File: src/rtl/mux_bus_arbiter.sv
// Two-requester round-robin arbiter with burst limit feeding a
// single-entry registered output stage for the shared 2:1 datapath.
module mux_bus_arbiter #(
  parameter int WIDTH     = 16,
  parameter int MAX_BURST = 4
) (
  input  logic             clk,
  input  logic             rst_n,
  input  logic             a_valid,
  input  logic [WIDTH-1:0] a_data,
  output logic             a_ready,
  input  logic             b_valid,
  input  logic [WIDTH-1:0] b_data,
  output logic             b_ready,
  output logic             sel,
  output logic             o_valid,
  output logic [WIDTH-1:0] o_data,
  input  logic             o_ready,
  output logic [3:0]       grant_cnt
);

  typedef enum logic [1:0] {
    IDLE,
    GNT_A,
    GNT_B
  } state_t;

  localparam logic [3:0] CNT_LAST = 4'(MAX_BURST - 1);

  state_t     state;
  state_t     state_nxt;
  logic [3:0] cnt_nxt;
  logic       last_b;
  logic       last_b_nxt;
  logic       load_en;
  logic       xfer;

  assign load_en = !o_valid || o_ready;
  assign sel     = (state == GNT_B);
  assign a_ready = (state == GNT_A) && load_en;
  assign b_ready = (state == GNT_B) && load_en;
  assign xfer    = (a_valid && a_ready) || (b_valid && b_ready);

  always_ff @(posedge clk or negedge rst_n) begin
    if (!rst_n) begin
      state     <= IDLE;
      grant_cnt <= '0;
      last_b    <= 1'b1;
    end else begin
      state     <= state_nxt;
      grant_cnt <= cnt_nxt;
      last_b    <= last_b_nxt;
    end
  end

  always_comb begin
    state_nxt  = state;
    cnt_nxt    = grant_cnt;
    last_b_nxt = last_b;
    case (state)
      IDLE: begin
        if (a_valid && (!b_valid || last_b))
          state_nxt = GNT_A;
        else if (b_valid)
          state_nxt = GNT_B;
      end
      GNT_A: begin
        if (xfer) begin
          if (grant_cnt == CNT_LAST) begin
            cnt_nxt = '0;
            if (b_valid) begin
              state_nxt  = GNT_B;
              last_b_nxt = 1'b0;
            end
          end else begin
            cnt_nxt = grant_cnt + 4'd1;
          end
        end else if (!a_valid) begin
          state_nxt  = b_valid ? GNT_B : IDLE;
          cnt_nxt    = '0;
          last_b_nxt = 1'b0;
        end
      end
      GNT_B: begin
        if (xfer) begin
          if (grant_cnt == CNT_LAST) begin
            cnt_nxt = '0;
            if (a_valid) begin
              state_nxt  = GNT_A;
              last_b_nxt = 1'b1;
            end
          end else begin
            cnt_nxt = grant_cnt + 4'd1;
          end
        end else if (!b_valid) begin
          state_nxt  = a_valid ? GNT_A : IDLE;
          cnt_nxt    = '0;
          last_b_nxt = 1'b1;
        end
      end
      default: state_nxt = IDLE;
    endcase
  end

  // a stalled word just sits here; drain and reload may coincide
  always_ff @(posedge clk or negedge rst_n) begin
    if (!rst_n) begin
      o_valid <= 1'b0;
      o_data  <= '0;
    end else if (xfer) begin
      o_valid <= 1'b1;
      o_data  <= sel ? b_data : a_data;
    end else if (o_ready && o_valid) begin
      o_valid <= 1'b0;
    end
  end

endmodule

File: config.mk
export PLATFORM = sky130hd
export DESIGN_NAME = mux_bus_arbiter
export DESIGN_NICKNAME = d
export VERILOG_FILES = /design/src/rtl/mux_bus_arbiter.sv
export SDC_FILE = /design/constraint.sdc
export NUM_CORES = 1
export LEC_CHECK = 0
export CAP_MARGIN = 5
export CELL_PAD_IN_SITES_DETAIL_PLACEMENT = 1
export CELL_PAD_IN_SITES_GLOBAL_PLACEMENT = 2
export CORE_UTILIZATION = 24
export CTS_BUF_LIST = sky130_fd_sc_hd__clkbuf_16
export DETAILED_ROUTE_END_ITERATION = 10
export GPL_TIMING_DRIVEN = 0
export PLACE_DENSITY = 0.91
export REMOVE_ABC_BUFFERS = 1
export SLEW_MARGIN = 20
export SYNTH_ARGS = -nofsm -noshare
export SYNTH_HDL_FRONTEND = slang
export SYNTH_SLANG_ARGS = --single-unit
File: constraint.sdc
create_clock -name clk -period 1.75 [get_ports clk]
set_input_delay 0.175 -clock clk [delete_from_list [all_inputs] [get_ports clk]]
set_output_delay 0.175 -clock clk [all_outputs]
set_load 0.01 [all_outputs]
---- After elaboration in Yosys (flattened, before gate mapping) ----
Cells that the tools add are included.
word-level totals
  output and inout port bits .............. 24
  flip-flop bits (word level) ............. 24
  logic and storage cells ................. 62
  bits of input ports ..................... 37
operators by class
  multiplexer cells ....................... 30
  reduce and logical (&&, ||, !) cells .... 17
  $add $sub $neg .......................... 1
  equality and inequality tests ........... 9
operator list
  cell                                                    count
  two-way mux 2 bit                                       10
  two-way mux 4 bit                                       5
  two-way mux 16 bit                                      1
  two-way mux 1 bit                                       11
  inequality test 3 x 2 -> 1 bit (second input constant)  3
  inequality test 3 bit (second input constant)           3
  one-hot mux 4 bit (2 select lines)                      1
  AND reduction 7 bit                                     1
  logical AND 1 bit                                       6
  one-hot mux 2 bit (3 select lines)                      1
  AND reduction 5 bit                                     1
  adder 4 x 1 -> 4 bit (second input constant)            1
  equality test 4 x 2 -> 1 bit (second input constant)    1
  nonzero test 2 bit                                      2
  logical OR 1 bit                                        3
  AND reduction 3 bit                                     1
  equality test 2 x 1 -> 1 bit (second input constant)    1
  equality test 2 bit (second input constant)             1
  logical NOT 1 bit                                       2
  logical NOT 2 bit                                       1
  one-hot mux 1 bit (2 select lines)                      1

---- Depth between registers and ports, before layout ----
Gate-level depths: netlist of the first run.
  depth in word-level cells ............... 7
  depth in mapped cells ................... 8
  mapped depth without buffers ............ 6

---- Least setup slack after synthesis of the first run ----
No wires, ideal clock.
  path type ............................... register to register
  from .................................... reg state[0]
  to ...................................... reg grant_cnt[2]
  period minus slack after synthesis ...... 1.637 ns
  required time ........................... 1.632 ns
  setup slack ............................. 0.113 ns
  data arrival time ....................... 1.519 ns
  cell stages (with the launch flop) ...... 8
  path buffers ............................ 1
  setup time .............................. 0.118 ns
  cells stage by stage .................... dfrtp_1 -> inv_1 -> ha_1 -> buf_6 -> a22oi_4 -> o21ai_4 -> o21bai_1 -> a21o_1
between the ends
  cells in the longest elaborated chain, start to end .. 6
  elaborated cells between the ends (all ways) .. 14
  classes of those cells .................. 4 x eq/ne; 3 x mux; 7 x reduce/logical
ends and longest elaborated chain
  item                                                                                        line  RTL
  start, declared                                                                             30    state_t state;
  start signal, assigned                                                                      50    state <= state_nxt;
  equality test 2 bit *                                                                       --
  net sel                                                                                     15    output logic sel,
  logical AND 1 bit                                                                           41    assign b_ready = (state == GNT_B) && load_en;
  logical AND 1 bit                                                                           42    assign xfer = (a_valid && a_ready) || (b_valid && b_ready);
  logical OR 1 bit                                                                            42
  inequality test 3 x 2 -> 1 bit (no source line) (tied with other cells)                     --
  AND reduction 3 bit (no source line) or one-hot mux 4 bit (2 select lines) (tied branches)  --
  end signal, assigned                                                                        51    grant_cnt <= cnt_nxt;
  end, declared                                                                               19    output logic [3:0] grant_cnt
Mark *: on every way through the listed nets, which the timed path passes. The rest lies on a longest branch.
A chain may end at the register's enable or synchronous reset.

---- Worst setup path in the final report of the first run ----
  from .................................... reg state[0]
  to ...................................... out sel
between the ends
  cells in the longest elaborated chain, start to end .. 1
ends and longest elaborated chain
  item                 line  RTL
  equality test 2 bit  39    assign sel = (state == GNT_B);
  end, declared        15
No other way between the ends.

==> qor.yml, run 1 <==
outcome:
  run_status: "finished clean"
clocking:
  cts-root-buf: "clkbuf_16"
  cts_buffers: 3
  clkTransAtPathRegs_ps: 60
  cts_buffer_depth: 2
  clkSinkCount: 24
  htree_levels: 1
  clock_latency_ps: 260
  cts_tree: "done"
route:
  vias: 1228
  firstDrtPassIters: 3
  ant_nets: 0
  vias_per_cell: 4.55
  drt_iter0_drc: 28
  routed_wl_mm: 3.73
  wire_per_inst_um: 13.8
  remaining_drc_errors: 0
floorplanning:
  fp.dieArea_mm2: 0.00599
  die_h_um: 77.4
  die_w_um: 77.4
  core_mm2: 0.00551
  io_pins: 61
  initial_core_util_pct: 24.8
  fp-row-count: 27
placed_design:
  dp_hpwl_mm: 2.45
  port_buffers: 60
  gp_congestion: 0.796
yosys:
  avgSynthCellArea_um2: 10.3
  ys_ff_latch: 24
  yosysWarningCount: 0
  syn-cell-area_mm2: 0.00136
  synthCells: 133
  ys_seq_area_share_pct: 44.1
  ys_types: 37
cells_and_area:
  multiInputGateArea_um2: 743
  fill_cells: 647
  areaGrowthSynthToFinish_pct: 61.7
  final_nets: 241
  drive_gt1_share_pct: 13.1
  regArea_um2: 603
  antenna_cells: 0
pwr:
  vdd_drop_max_v: 0.000439
  pwr_density_cell_mw_per_mm2: 1540
  leakagePower_uw: 0.000962
  report.power.total_uw: 3400
setup_path:
  worst_setup_path_end_kind: "output pin"
  crit_arrival_ps: 1500
  r2r_slack_ps: 80
  cp_max_fo: 5
  slowest_delay_ps: 540
  reg2reg_from: "state[1]$_DFFE_PN0P_"
  crit_chain: "inv_2 -> ha_4 -> clkdlybuf4s50_1"
  critPathSlowestCell: "clkdlybuf4s50_1"
  reg2reg_depth: 7
  startpoint_type: "flop"
  cp.required_ps: 1570
  reg2reg_to: "grant_cnt[3]$_DFFE_PN0P_"
  crit_type: "reg2out"
timing:
  period_share_pct: 95.9
  finalClockSkew_ps: 5.10
  tns_ps: 0
  finalSetupViolCount: 0
  max_freq_ghz: 0.596
  rsz0062_at_grt: "false"
  hold_viol: 0
  post-route-min-period_ps: 1680
  relSlewSlack_pct: 61.9
  slew_viol_final: 0
  worst_pin_slew_ps: 571
min_path:
  hp-class: "in2async"
global_route:
  grt_antenna_before_repair: 0
  grt_pass1_vias: 1303
  overflow: 0
  grt_util_all_layers_pct: 12.7
  grt_pass1_wl_mm: 6.06
  grt_max_degree: 39
flow_run:
  maxCapViolCount: 0
[flip-flops by register name (all words and copies together), names as in the netlist]
register and flops:
o_data 16, state 2, last_b 1, grant_cnt 4, o_valid 1
[timing repair]
item / CTS / global route
hold endpoints to repair: 23 / 0
pin swaps: 1 / 1
setup endpoints to repair: 26 / 5
setup buffers: 6 / 2
gates resized for setup: 11 / 2
hold buffers: 1 / 0
cloned: 0 / 1
[through the flow]
step	instance area, um2	hold WS, ps	util (%)	instances	setup WS, ps
6_report	2200	456	40.0	270	71.9
5_1_grt	2200	518	40.0	270	0.824
4_1_cts	2170	470	39.4	267	0.785
3_5_place_dp	1990	210	36.1	256	-686
3_3_place_gp	1990	460	36.2	256	-1040
2_1_floorplan	1300	-121	-	124	-565
[cell type report]
cell class	instances	area share, %
Timing Repair Buffer	69	30.4
Sequential cell	24	27.4
Clock inverter	1	0.170
Tap cell	72	4.09
Inverter	5	0.851
Clock buffer	3	3.41
Multi-Input combinational cell	96	33.7
[layout by cell type (no fill, tap or decap), types with 2 or more instances in the layout]
cell              n
a21oi_1           3
clkbuf_16         3
dfrtp_1          22
nor2b_1           2
o21bai_1          2
a31oi_1           3
nand2_1          20
o21ai_0          15
a21o_1            3
and2_1            2
ha_1              3
o21ai_1           4
inv_2             2
mux2i_1          16
ha_4              2
clkdlybuf4s50_1  57
buf_4             7
inv_1             3
[critical path: cells and delay by family, from the launching register on]
family / cells / cell delay (ps)
adders and majority gates: 1 / 170
DFF: 1 / 440
buffers and inverters: 2 / 640
[how the worst max path moves through the flow]
stage,startpoint,to,slack [ps],cells after the start
final,state[0]$_DFFE_PN0P_,sel,70,3
after global routing,state[1]$_DFFE_PN0P_,grant_cnt[2]$_DFFE_PN0P_,0.8,7
after CTS,state[1]$_DFFE_PN0P_,grant_cnt[3]$_DFFE_PN0P_,0.8,7
after detailed placement,state[0]$_DFFE_PN0P_,grant_cnt[3]$_DFFE_PN0P_,-690,6
after global placement,state[0]$_DFFE_PN0P_,grant_cnt[3]$_DFFE_PN0P_,-1040,6
after floorplan,state[0]$_DFFE_PN0P_,grant_cnt[3]$_DFFE_PN0P_,-560,6
[report_power, final]
| part | internal [uW] | total, uW | switching [uW] |
|---|---|---|---|
| logic | 996 | 1930 | 937 |
| registers | 808 | 966 | 158 |
| clock network | 305 | 501 | 195 |
[cells in the mapped netlist]
library cell	count	area (um2)
o21a_1	1	7.51
buf_6	2	22.5
nor3_1	1	5.00
nor2_1	1	3.75
nor2b_1	2	12.5
o21bai_1	2	15.0
and3_1	1	6.26
o21ai_0	15	75.1
nand3b_1	1	7.51
a31oi_1	3	18.8
nand2b_1	2	12.5
nor4b_2	1	15.0
a22oi_4	1	21.3
nand2_2	1	6.26
dfstp_2	1	26.3
a22o_4	1	17.5
buf_2	3	15.0
nor4_1	1	6.26
a21o_1	3	22.5
a41o_1	1	10.0
o21ai_4	1	16.3
a2bb2oi_1	1	8.76
o32ai_1	1	8.76
nand2_1	20	75.1
ha_1	5	62.6
dfrtp_1	23	576
nor3b_2	1	12.5
a22o_1	1	8.76
a41oi_1	1	8.76
a21oi_1	3	15.0
mux2i_1	16	160
inv_1	5	18.8
o21ai_1	4	20.0
clkbuf_1	1	3.75
and2_1	2	12.5
buf_4	3	22.5
o211ai_1	1	7.51
[layer usage]
metal	vias to the layer above	routed length (um)	track usage [%]
met5	-	0	0
met4	0	8	2.83
met3	2	205	3.29
met2	35	1890	22.7
met1	588	1630	15.2
li1	603	-	-
[kinds of logic (layout without fill, tap and decap cells)]
group / count (synthesis) / count (layout) / synth area share [%]
AO/OA/AOI/OAI: 40 / 40 / 20.6
adder cells (fa/ha/maj): 5 / 5 / 4.59
buffers and inverters: 14 / 78 / 6.05
flip-flops: 24 / 24 / 44.1
multiplexers: 16 / 16 / 11.7
AND/OR/NAND/NOR: 34 / 35 / 12.8
Note: power is estimated with default switching activity, not from simulation.
==> run 2, diff against run 1 <==
Settings changed: ABC_AREA from default to 1, CORE_MARGIN from default to 2, CORE_UTILIZATION 24 to 21, PLACE_DENSITY 0.91 to 0.88.
Clock period 1.75 ns to 1.5 ns, I/O delays scaled along.
==> qor.yml, run 2 <==
yosys:
  syn-cell-area_mm2: 0.00146
  dominantRegCellSynth: "dfrtp_1"
  postSynth.asyncResetShare_pct: 100
  synth_top_cell_by_area: "dfrtp_1"
  synth_top_area_share_pct: 39.6
  synthCells: 177
  synth_commonest_cells: "nand2_1, dfrtp_1, nor2_1, inv_1, nand3_1"
  ys_seq_area_share_pct: 41.4
  avgSynthCellArea_um2: 8.22
  synth_area_leaders: "dfrtp_1, nand2_1, a31oi_2, nor2_1, nand3_1"
  ys_types: 24
  synth_most_common_cell: "nand2_1"
  synth_edf_count: 0
  yosysWarningCount: 0
  ys_ff_latch: 24
setup_path:
  cp_max_fo: 9
  crit_arrival_ps: 1710
  crit_family: "buffers and inverters"
  path_buf_inv: 4
  slowest_delay_ps: 430
  crit_chain: "inv_2 -> ha_4 -> buf_8 -> nand2_4 -> nand2_8 -> nand2_8 -> buf_12 -> clkinv_16 -> a31oi_1"
  crit_type: "reg2reg"
  cp_common_cell: "nand2_8"
  cp.required_ps: 1630
  worst_setup_path_end_kind: "flop"
  critPathSlowestCell: "dfrtp_2"
  startpoint_type: "flop"
floorplanning:
  fp.dieArea_mm2: 0.00761
  io_pins: 61
  initial_core_util_pct: 21.5
  die_w_um: 87.2
  core_mm2: 0.00676
  fp-row-count: 30
  die_h_um: 87.2
pwr:
  pwr_density_cell_mw_per_mm2: 1940
  vdd_drop_max_v: 0.000566
  leakagePower_uw: 0.00110
cells_and_area:
  fin_area_mm2: 0.00260
  mostFrequentLayoutCells: "clkdlybuf4s50_1, nand2_1, dfrtp_1"
  fill_cells: 779
  largest_register_ffs: 16
  largest-register: "o_data"
  drive_gt1_share_pct: 29.9
  final_nets: 297
  antenna_cells: 0
  multiInputGateArea_um2: 920
  areaGrowthSynthToFinish_pct: 78.7
  reg_top3: "o_data: 16 flops, grant_cnt: 4 flops, state: 2 flops"
  final_common_cell: "clkdlybuf4s50_1"
  utilization_pct: 38.5
  regArea_um2: 603
  fin_cells: 334
timing:
  hold_viol: 0
  worst_pin_slew_ps: 584
  post-route-min-period_ps: 1570
  postLayoutSetupSlackWorst_ps: -71.7
  finalSetupViolCount: 16
  rsz0062_at_grt: "true"
  slew_viol_final: 0
  relSlewSlack_pct: 61.1
  tns_ps: -633
  max_freq_ghz: 0.636
  period_share_pct: 105
  finalClockSkew_ps: 6.99
clocking:
  cts_tree: "done"
  clkTransAtPathRegs_ps: 70
  clkSinkCount: 24
  clock_latency_ps: 260
  cts-root-buf: "clkbuf_16"
  htree_levels: 1
  cts_buffer_depth: 2
  cts_buffers: 3
placed_design:
  dpl_cell_area_mm2: 0.00210
  dp_hpwl_mm: 2.91
  dp.cells: 311
  gp_congestion: 0.734
  port_buffers: 60
global_route:
  grt_pass1_wl_mm: 7.82
  grt_antenna_before_repair: 0
  grt_pass1_vias: 1570
  grt_max_degree: 25
  grt_util_all_layers_pct: 13.5
  overflow: 0
min_path:
  hp-class: "in2async"
route:
  ant_nets: 0
  routed_wl_mm: 4.90
  firstDrtPassIters: 4
  drt_iter0_drc: 35
  remaining_drc_errors: 0
  vias: 1501
  wire_per_inst_um: 14.7
  vias_per_cell: 4.49
flow_run:
  maxCapViolCount: 0
outcome:
  run_status: "complete, but fails checks"
  violations: "setup timing"
[run 2: cell types whose count changed after synthesis, moves of 3 or more]
| cell | before | now |
|---|---|---|
| a21o_1 | 3 | 0 |
| a31oi_2 | 0 | 13 |
| inv_1 | 5 | 14 |
| mux2i_1 | 16 | 0 |
| nand2_1 | 20 | 54 |
| nand3_1 | 0 | 14 |
| nor2_1 | 1 | 21 |
| nor2_2 | 0 | 4 |
| o21ai_0 | 15 | 4 |
| o21ai_1 | 4 | 1 |
[run 2: layer usage]
layer	routed length [um]	GRT usage, %	vias up
met5	0	0	-
met4	99	4.76	0
met3	227	2.46	7
met2	2480	23.4	47
met1	2090	16.5	715
li1	-	-	732
[run 2: final cells by class]
cell class / count / area share (%)
multi-input cells: 131 / 35.4
repair buffers: 75 / 28.7
flip-flops and latches: 24 / 23.2
well taps: 80 / 3.85
inverters: 16 / 3.27
clock buffers: 3 / 2.89
repair inverters: 4 / 2.55
clock inverters: 1 / 0.144
[run 2: through the flow]
| stage | hold slack (ps) | setup WS [ps] | power (uW) |
|---|---|---|---|
| 6_report | 418 | -71.7 | 5050 |
| 5_1_grt | 467 | -142 | 5470 |
| 4_1_cts | 452 | -45.6 | 4620 |
| 3_5_place_dp | 197 | -1040 | 3460 |
| 3_3_place_gp | 464 | -1050 | 3410 |
| 2_1_floorplan | -146 | -357 | 2420 |
[run 2: final timing paths]
check / start / endpoint / slack, ps / depth (start not counted)
min reg2reg: last_b$_DFFE_PN1P_ / last_b$_DFFE_PN1P_ / 470 / 2
max reg2reg: state[0]$_DFFE_PN0P_ / o_data[0]$_DFFE_PN0P_ / -70 / 9
min: rst_n / o_valid$_DFFE_PN0P_ / 420 / 2
min in group clk: a_data[1] / o_data[1]$_DFFE_PN0P_ / 460 / 3
max in group asynchronous: rst_n / state[0]$_DFFE_PN0P_ / 670 / 2
max: state[0]$_DFFE_PN0P_ / o_data[0]$_DFFE_PN0P_ / -70 / 9
[run 2: kinds of logic after synthesis]
group / synth area share (%)
AO/OA/AOI/OAI: 16.1
adder cells (fa/ha/maj): 4.30
AND/OR/NAND/NOR: 29.8
buffers and inverters: 8.43
flip-flops: 41.4
[run 2: what timing repair did]
| item | 4_1_cts | 5_1_grt |
|---|---|---|
| cloned | 3 | 1 |
| gates resized for setup | 43 | 30 |
| setup endpoints to repair | 27 | 26 |
| pin swaps | 2 | 6 |
| endpoints found under the hold margin | 23 | 0 |
| buffers inserted | 9 | 5 |
| hold buffers | 1 | 0 |
[run 2: power breakdown]
part,internal (uW),total (uW),switching (uW),leakage [uW]
Combinational,1590,3230,1640,0.000781
Clock,357,593,236,0.0000385
Sequential,953,1230,278,0.000279
==> run 3, diff against run 2 <==
Settings changed: CELL_PAD_IN_SITES_DETAIL_PLACEMENT 1 to default, CELL_PAD_IN_SITES_GLOBAL_PLACEMENT 2 to default, CORE_UTILIZATION 21 to 38, PLACE_DENSITY 0.88 to 0.87, REMOVE_ABC_BUFFERS 1 to default.
==> qor.yml, run 3 (synthesized netlist as in run 2, its figures left out) <==
outcome:
  run_status: "complete, but fails checks"
  violations: "setup timing"
clocking:
  clkSinkCount: 24
  clkTransAtPathRegs_ps: 60
  cts_buffer_depth: 2
  cts_tree: "done"
  htree_levels: 1
  clock_latency_ps: 260
  cts-root-buf: "clkbuf_16"
  cts_buffers: 3
route:
  top_layer_used: "met4"
  firstDrtPassIters: 6
  routed_wl_mm: 4.24
  vias_per_cell: 5.05
  met1_length_mm: 1.55
  dr_wl_met2_mm: 2.29
  ant_nets: 0
  drt_iter0_drc: 86
  vias: 1525
  remaining_drc_errors: 0
  met3WireLength_um: 304
  wire_per_inst_um: 14.0
timing:
  relSlewSlack_pct: 64.3
  period_share_pct: 104
  hold_viol: 0
  postLayoutSetupSlackWorst_ps: -54.5
  finalSetupViolCount: 5
  slew_viol_final: 0
  tns_ps: -79.4
  post-route-min-period_ps: 1550
  max_freq_ghz: 0.643
  worst_pin_slew_ps: 535
  finalClockSkew_ps: 1.71
  rsz0062_at_grt: "true"
cells_and_area:
  mostFrequentLayoutCells: "clkdlybuf4s50_1, nand2_1, dfrtp_1"
  antenna_cells: 0
  largest_register_ffs: 16
  final_nets: 297
  fill_cells: 294
  largest-register: "o_data"
  utilization_pct: 67.5
  final_common_cell: "clkdlybuf4s50_1"
  areaGrowthSynthToFinish_pct: 69.8
  reg_top3: "o_data: 16 flops, grant_cnt: 4 flops, state: 2 flops"
  fin_cells: 302
  drive_gt1_share_pct: 29.5
floorplanning:
  io_pins: 61
  initial_core_util_pct: 39.7
  fp.dieArea_mm2: 0.00434
  core_mm2: 0.00366
  die_w_um: 65.9
  die_h_um: 65.9
  fp-row-count: 22
global_route:
  overflow: 0
  grt_pass1_wl_mm: 6.57
  grt_util_all_layers_pct: 19.7
  grt_pass1_vias: 1538
  grt_max_degree: 25
  grt_antenna_before_repair: 0
setup_path:
  slowest_delay_ps: 420
  crit_arrival_ps: 1720
  crit_type: "reg2reg"
  startpoint_type: "flop"
  path_buf_inv: 1
  cp_max_fo: 7
  cp.required_ps: 1660
  crit_chain: "buf_6 -> ha_4 -> nand2_4 -> nand2_8 -> nand3_1 -> nand3_2 -> o21ai_0"
  critPathSlowestCell: "dfrtp_2"
  crit_family: "simple AND/OR/NAND/NOR gates"
  worst_setup_path_end_kind: "flop"
pwr:
  vdd_drop_max_v: 0.00106
  leakagePower_uw: 0.00108
  report.power.total_uw: 4880
  pwr_density_cell_mw_per_mm2: 1980
placed_design:
  dp.cells: 285
  port_buffers: 60
  post-place-ws_ps: -324
  gp_congestion: 0.831
  dp_hpwl_mm: 2.61
min_path:
  hp-class: "in2async"
flow_run:
  maxCapViolCount: 0
yosys:
  synthesis.nets: 219
## run 3: final timing paths
kind	startpoint	end	slack, ps	cells past startpoint
max reg2reg	state[0]$_DFFE_PN0P_	state[1]$_DFFE_PN0P_	-50	7
max in group asynchronous	rst_n	state[0]$_DFFE_PN0P_	700	2
min in group clk	a_data[15]	o_data[15]$_DFFE_PN0P_	460	3
max	state[0]$_DFFE_PN0P_	state[1]$_DFFE_PN0P_	-50	7
min	rst_n	o_valid$_DFFE_PN0P_	410	2
min reg2reg	last_b$_DFFE_PN1P_	last_b$_DFFE_PN1P_	480	2
## run 3: routing by layer
layer	vias up	GRT usage [%]
li1	731	-
met1	708	21.4
met2	74	35.4
met3	12	5.96
met4	0	7.55
met5	-	0
## run 3: area by class of cell
type	count	area, um2	share of cell area, %
buffer	6	78.8	3.19
clock buffer	3	75.1	3.04
clock inverter	1	30.0	1.22
inverter	16	70.1	2.84
multi-input combinational	131	842	34.1
sequential	24	603	24.4
tap	48	60.1	2.43
timing repair buffer	73	712	28.8
## run 3: what timing repair did
item / 4_1_cts / 5_1_grt
endpoints found under the hold margin: 0 / 23
hold buffers: 0 / 1
gates resized for setup: 34 / 16
setup endpoints to repair: 21 / 24
cloned: 0 / 1
pin swaps: 1 / 4
setup buffers: 6 / 5
## run 3: per-stage QoR
step	instance area (um2)	hold slack [ps]
finish	2470	415
global route	2470	474
CTS	2350	458
detailed placement	2120	476
global placement	2120	462
floorplan	1460	-146
## run 3: where the power goes
| group | internal, uW | leakage [uW] | switching (uW) |
|---|---|---|---|
| combinational | 1480 | 0.000747 | 1460 |
| sequential | 954 | 0.000279 | 230 |
| clock | 530 | 0.0000511 | 232 |
| total | 2960 | 0.00108 | 1920 |
